[config.mk]
export PLATFORM = sky130hd
export DESIGN_NAME = pc
export DESIGN_NICKNAME = d
export VERILOG_FILES = /design/src/rtl/pc.sv
export SDC_FILE = /design/constraint.sdc
export NUM_CORES = 1
export LEC_CHECK = 0
export BUFFER_PORTS_ARGS = -buffer_cell sky130_fd_sc_hd__buf_2
export CORE_MARGIN = 3
export CORE_UTILIZATION = 35
export DETAILED_ROUTE_END_ITERATION = 10
export PLACE_DENSITY = 0.74
export RECOVER_POWER = 25
export SETUP_SLACK_MARGIN = 0.3
export SYNTH_ARGS = -nofsm -noshare
export SYNTH_HDL_FRONTEND = slang
export SYNTH_SLANG_ARGS = --single-unit
[constraint.sdc]
create_clock -name clk_i -period 0.8 [get_ports clk_i]
set_clock_uncertainty 0.2 [all_clocks]
set_input_delay 0.04 -clock clk_i [delete_from_list [all_inputs] [get_ports clk_i]]
set_output_delay 0.04 -clock clk_i [all_outputs]
set_load 0.01 [all_outputs]
[src/rtl/pc.sv]
// Program counter state register: loads the next PC on every rising edge.
// Stalls are made upstream by feeding pc_o back into nxt_pc_i.
module pc #(
    parameter int unsigned             WIDTH     = 32,
    parameter logic [WIDTH-1:0]        RESET_VAL = '0
) (
    input  logic             clk_i,
    input  logic             rst_ni,
    input  logic [WIDTH-1:0] nxt_pc_i,
    output logic [WIDTH-1:0] pc_o
);

    logic [WIDTH-1:0] pc_q;

    // Stored verbatim: no masking, increment or X sanitising.
    always_ff @(posedge clk_i or negedge rst_ni) begin
        if (!rst_ni) begin
            pc_q <= RESET_VAL;
        end else begin
            pc_q <= nxt_pc_i;
        end
    end

    assign pc_o = pc_q;

endmodule

Yosys cells after proc, flatten, opt, wreduce, memory -nomap -nowiden:

Index checks and enable logic that the tools add are counted.

* register bits after elaboration: 32
* input bits: 34
* output and inout port bits: 32
* logic and storage cells: 1

Longest topological paths before layout:

Gate-level depths: netlist of run 1.

* word-level depth: 0
* gate-level depth with buffers: 0
* mapped depth without buffers: 0

Least setup slack after synthesis of run 1:

Ideal clock, no wire load.

* kind: reg2out
* start: register pc_q[0] (netlist: pc_o[0])
* end: output port pc_o[0]
* arrival: 0.376 ns
* required time: 0.560 ns
* path slack: 0.184 ns
* stages on the path, launching flop included: 1
* buffers on the path: 0
* cells stage by stage: dfrtp_1

RTL lines
* from (decl): line 13 `logic [WIDTH-1:0] pc_q;`
* from (signal assigned): line 20 `pc_q <= nxt_pc_i;`
* to (decl): line 10 `output logic [WIDTH-1:0] pc_o`

No word-level cell between the ends.

Worst setup path in the final report of run 1:

* start: register pc_q[3] (netlist: pc_o[3])
* end: output port pc_o[3]

No word-level cell between the ends.

==> summary.md, run 1 <==
| Metric | Value |
|---|---|
| CP cell instances | buf_6 |
| Static Leak | roughly 0.68 nW |
| Post-synthesis sequential area ratio | 1.00 |
| Tmin final | around 1.1 ns |
| Overall Global Routing Usage | 0.128 |
| Yosys reg bits | 32 |
| Mapped cell area | between 800 and 900 sq um |
| Vias in the first global route | 551 |
| IO buf count | 65 |
| Sequential power share | 0.600 |
| Critical path start-end classification | reg2out |
| Largest net degree at the start of global routing | 20 |
| Total number of vias | ~530 |
| Sw Share | 0.211 |
| Final TNS setup | -7.81 ns |
| TritonCTS buffer count | 5 |
| Initial Utilization | 0.388 |
| Final WL | around 1600 microns |
| Slew HR | 0.700 |
| Core area | 2060 sq um |
| Most common cell after layout, fill and taps aside | buf_2 |
| Grt total ovfl | 0 |
| Critical Path AT | around 0.8 ns |
| Full die area | about 2900 sq um |
| Multi-input gates | 0 |
| Post-layout nets | 140 |
| Routability cong. | ~0.60 |
| Pre-antenna DRT Iters | 1 |
| Final worst-path cycle share | 1.32 |
| H-tree Lvls | 2 |
| # Post-CTS Setup Buffers | 0 |
| Psw | around 0.00060 W |
| Area growth from synthesis to layout | 56.7% |
| Per-cell routed wire length | between 10 and 15 microns |
| Slew Viols, Final | 0 |
| Setup ws final | -0.259 ns |
| Max reg flops | 32 |
| Fmax | about 940 MHz |
| CP max stage cell | dfrtp_1 |
| Post-synthesis instance total | 32 |
| Peak supply drop | ~0.0016 V |
| PD cells | 2280 nW/um^2 |
| Multi-input gate area | 0 sq um |
| Final ANT Viol Nets | 0 |
| First-pass GRT wire length | ~2400 microns |
| Most frequent cells in the layout | buf_2 (60), dfrtp_1 (32), clkbuf_4 (5) |
| Internal power | between 0.002 and 0.0025 W |
| Ratio of cells with drive above 1 in the final layout | 0.673 |
| I/O pin cnt | 66 |
| RSZ-0062 raised after global routing | true |
| WP buf/inv | 1 |
| Comb pwr share | 0.087 |
| Antenna diodes | 0 |
| CTS Sinks | 32 |
| Die width | 53.8 microns |
| Worst-Margin Slew | ~0.45 ns |
| Root Buffer | clkbuf_4 |
| Synth warn | 0 |
| Number of max-cap violations | 0 |
| Fill cell count | about 170 |
| Vias/cell | around 4 |
| Failing checks | hold timing, setup timing |
| Finished Core Util | 0.609 |
| Clk slew on worst S/H paths | approximately 0.09 ns |
| Status | finished with violations |
| Tot Pwr | approximately 0.0029 W |
| Clk network pwr share | 0.313 |
| Crit path max fanout | 1 |
| CP delay by family, top | flip-flops |
| Finish-stage setup viols | 32 |
| Chip height | ~54 microns |
| DRC viols | 0 |
| Row cnt | 16 |
| Hold slack | -0.521 ns |
| CTS max path bufs | 2 |
| Netlist cell types | 1 |
| CTS tree | yes |
| Initial antenna violation count | 0 |
| Final Hold Fails | between 60 and 70 |
| Post-Syn Nets | 66 |
| Slowest stage delay, CP | a little under 0.4 ns |
| First DRT Iteration DRCs | 0 |
| Synthesized area per cell | around 25 sq um |
| CP endpoint kind | output pin |
| Critical path launch point type | flip-flop |
| Min-delay worst type | in2async |
| Data required, critical path | 0.56 ns |
==> power groups by stage <==
| stage | registers (W) | logic [W] | clock network [W] |
|---|---|---|---|
| 6_report | 0.00172 | 0.000249 | 0.000894 |
| 5_1_grt | 0.00172 | 0.000278 | 0.00102 |
| 4_1_cts | 0.00172 | 0.000256 | 0.000937 |
| 3_5_place_dp | 0.00175 | 0.000256 | 0 |
| 3_3_place_gp | 0.00174 | 0.000249 | 0 |
| 2_1_floorplan | 0.00180 | 0 | 0 |
==> metrics by stage <==
stage                     area (sq um)  cells  setup WS (ns)
after CTS                         1250    134         -0.282
after detailed placement          1190    126         0.0774
final                             1250    134         -0.259
after global routing              1250    134         -0.311
after global placement            1190    126         0.0837
after floorplan                    801     32          0.184
==> layer usage <==
layer | part of all wire | vias up | track usage
met5 | 0 | - | 0
met2 | 0.49 | 45 | 0.198
met3 | 0.16 | 3 | 0.0831
met1 | 0.33 | 236 | 0.123
met4 | 0.015 | 0 | 0.0894
li1 | - | 245 | -
==> cell usage after synthesis <==
cell	n	area, sq um
dfrtp_1	32	801
==> cell type report <==
type | instances | area (sq um) | share of cell area
clock buffers | 8 | 58.8 | 0.0469
flip-flops and latches | 32 | 801 | 0.638
well taps | 27 | 33.8 | 0.0269
repair buffers | 67 | 362 | 0.288
==> path summary, 6_finish.rpt <==
check | cells after the start | endpoint | startpoint
worst max-delay path | 1 | pc_o[3] | pc_o[3]
worst min-delay path | 2 | pc_o[28] | rst_ni
max in group asynchronous | 2 | pc_o[22] | rst_ni
min in group clk_i | 1 | pc_o[18] | nxt_pc_i[18]
==> repair_timing <==
action,4_1_cts,5_1_grt
cloned,0,0
resized for setup,0,4
endpoints found under the hold margin,64,64
setup endpoints to repair,32,32
pin swaps,0,0
==> logic make-up (layout without fill, tap and decap cells) <==
logic type / Yosys count / after routing / share of synthesized area
buffers and inverters: 0 / 75 / 0
DFF: 32 / 32 / 1.00
No activity file was read; power rests on OpenSTA's default activity.
==> run 2: changes to the inputs <==
--- a/config.mk
+++ b/config.mk
@@ -8,6 +8,7 @@
 export BUFFER_PORTS_ARGS = -buffer_cell sky130_fd_sc_hd__buf_2
 export CORE_MARGIN = 3
 export CORE_UTILIZATION = 35
+export CTS_BUF_LIST = sky130_fd_sc_hd__clkbuf_2
 export DETAILED_ROUTE_END_ITERATION = 10
 export PLACE_DENSITY = 0.74
 export RECOVER_POWER = 25
==> run 2 against run 1 <==
The flow still finishes with violations (hold timing, setup timing). Utilization down 0.61 points. Critical path depth unchanged. Combinational power about the same. Final area down 1.0%. Non-clock buffer count stayed put. Flip-flop and latch count unchanged. Die area is the same. Largest cell class unchanged.
==> summary.md, run 2 (synthesis results as in run 1) <==
| Metric | Value |
|---|---|
| Root Buffer | clkbuf_2 |
| CTS max path bufs | 2 (unchanged) |
| Antenna diodes | 0 (unchanged) |
| Pre-antenna DRT Iters | 2 (+1) |
| Area growth from synthesis to layout | 55.2% |
| Multi-input gate area | 0 sq um (unchanged) |
| Vias in the first global route | 537 (-2.5%) |
| # Post-CTS Setup Buffers | 0 (unchanged) |
| Hold slack | -0.576 ns (-0.0554 ns) |
| First-pass GRT wire length | 2360 microns (+0.30%) |
| Vias/cell | 3.99 (+1.1%) |
| CTS Sinks | 32 (unchanged) |
| Total number of vias | 535 (+1.1%) |
| Final ANT Viol Nets | 0 (unchanged) |
| Worst-Margin Slew | 0.802 ns (+0.352 ns) |
| Overall Global Routing Usage | 0.130 (+0.00179) |
| Data required, critical path | 0.56 ns (about the same) |
| Failing checks | hold timing, setup timing |
| Initial Utilization | 0.388 (unchanged) |
| CP endpoint kind | output pin |
| Per-cell routed wire length | 12.3 microns (+1.7%) |
| Chip height | 53.8 microns (unchanged) |
| Initial antenna violation count | 0 (unchanged) |
| Slowest stage delay, CP | 0.41 ns (+0.02 ns) |
| Sw Share | 0.230 (+0.0190) |
| Clk slew on worst S/H paths | 0.14 ns (+0.05 ns) |
| Inst Count DP | 126 (unchanged) |
| CTS tree | yes |
| Internal power | 0.00206 W (-8.7%) |
| H-tree Lvls | 2 (unchanged) |
| Critical Path AT | 0.87 ns (+0.05 ns) |
| Final worst-path cycle share | 1.39 (+0.0674) |
| Crit path max fanout | 1 (unchanged) |
| Finish-stage setup viols | 32 (unchanged) |
| WP buf/inv | 1 (unchanged) |
| Critical path start-end classification | reg2out |
| Core area | 2060 sq um (unchanged) |
| Setup ws final | -0.313 ns (-0.0539 ns) |
| Final WL | 1640 microns (+1.7%) |
| DRC viols | 0 (unchanged) |
| Critical path launch point type | flip-flop |
| Max reg flops | 32 (unchanged) |
| Clk network pwr share | 0.264 (-0.049) |
| Static Leak | 0.683 nW (+1.0%) |
| Count of non-filler cells in the finished layout | 134 (unchanged) |
| Pre-CTS worst setup slack | 0.0774 ns (unchanged) |
| Status | finished with violations |
| Die width | 53.8 microns (unchanged) |
| Peak supply drop | 0.00137 V (-14%) |
| Routability cong. | 0.596 (unchanged) |
| Reg area | 801 sq um (unchanged) |
| Min-delay worst type | in2async |
| Final TNS setup | -9.43 ns (-1.62 ns) |
| Full die area | 2900 sq um (unchanged) |
| Final Hold Fails | 64 (unchanged) |
| Slew HR | 0.465 (-0.235) |
| Ratio of cells with drive above 1 in the final layout | 0.673 (unchanged) |
| Sequential power share | 0.642 (+0.042) |
| RSZ-0062 raised after global routing | true |
| Comb pwr share | 0.094 (+0.007) |
| Most common cell after layout, fill and taps aside | buf_2 |
| Grt total ovfl | 0 (unchanged) |
| Multi-input gates | 0 (unchanged) |
| Psw | 0.000615 W (+2.0%) |
| Fmax | 898 MHz (-4.8%) |
| I/O pin cnt | 66 (unchanged) |
| Largest net degree at the start of global routing | 20 (unchanged) |
| Number of max-cap violations | 0 (unchanged) |
| Row cnt | 16 (unchanged) |
| PD cells | 2150 nW/um^2 (-5.5%) |
| TritonCTS buffer count | 5 (unchanged) |
| Fill cell count | 175 (+1.7%) |
| CP delay by family, top | flip-flops |
| Most frequent cells in the layout | buf_2 (60), dfrtp_1 (32), clkbuf_2 (7) |
| First DRT Iteration DRCs | 3 (+3) |
| Slew Viols, Final | 0 (unchanged) |
| IO buf count | 65 (unchanged) |
| Finished Core Util | 0.603 (-0.00607) |
| Post-layout nets | 140 (unchanged) |
| Tmin final | 1.11 ns (+0.0539 ns) |
| CP max stage cell | dfrtp_1 |
| CP cell instances | buf_6 |
[run 2: power by group through the flow]
stage,combinational (W),sequential (W),clock [W]
global placement,0.000249,0.00174,0
CTS,0.000256,0.00172,0.000741
detailed placement,0.000256,0.00175,0
global route,0.000281,0.00173,0.000829
floorplan,0,0.00180,0
finish,0.000251,0.00172,0.000707
[run 2: path summary, 6_finish.rpt]
kind	from	to	slack [ns]	depth (start not counted)
max	pc_o[3]	pc_o[3]	-0.31	1
min	rst_ni	pc_o[28]	-0.58	2
max in group asynchronous	rst_ni	pc_o[22]	0.23	2
min in group clk_i	nxt_pc_i[18]	pc_o[18]	-0.41	1
[run 2: per-stage QoR]
step	area (sq um)	power [W]
after floorplan	801	0.00180
after global placement	1190	0.00199
after detailed placement	1190	0.00200
after CTS	1230	0.00271
after global routing	1240	0.00283
final	1240	0.00268
[run 2: cell type report]
class                 count  share of cell area
Clock buffer              7              0.0282
Clock inverter            1             0.00302
Sequential cell          32               0.645
Tap cell                 27              0.0272
Timing Repair Buffer     67               0.297
[run 2: routing by layer]
layer  vias up  wire (microns)  track usage
met5         -               0            0
met2        46             808        0.198
met4         0              10       0.0638
li1        244               -            -
met1       242             542        0.123
met3         3             283        0.108
[run 2: repair_timing]
| action | 4_1_cts | 5_1_grt |
|---|---|---|
| setup endpoints to repair | 32 | 32 |
| gates resized for setup | 0 | 4 |
| endpoints found under the hold margin | 64 | 64 |
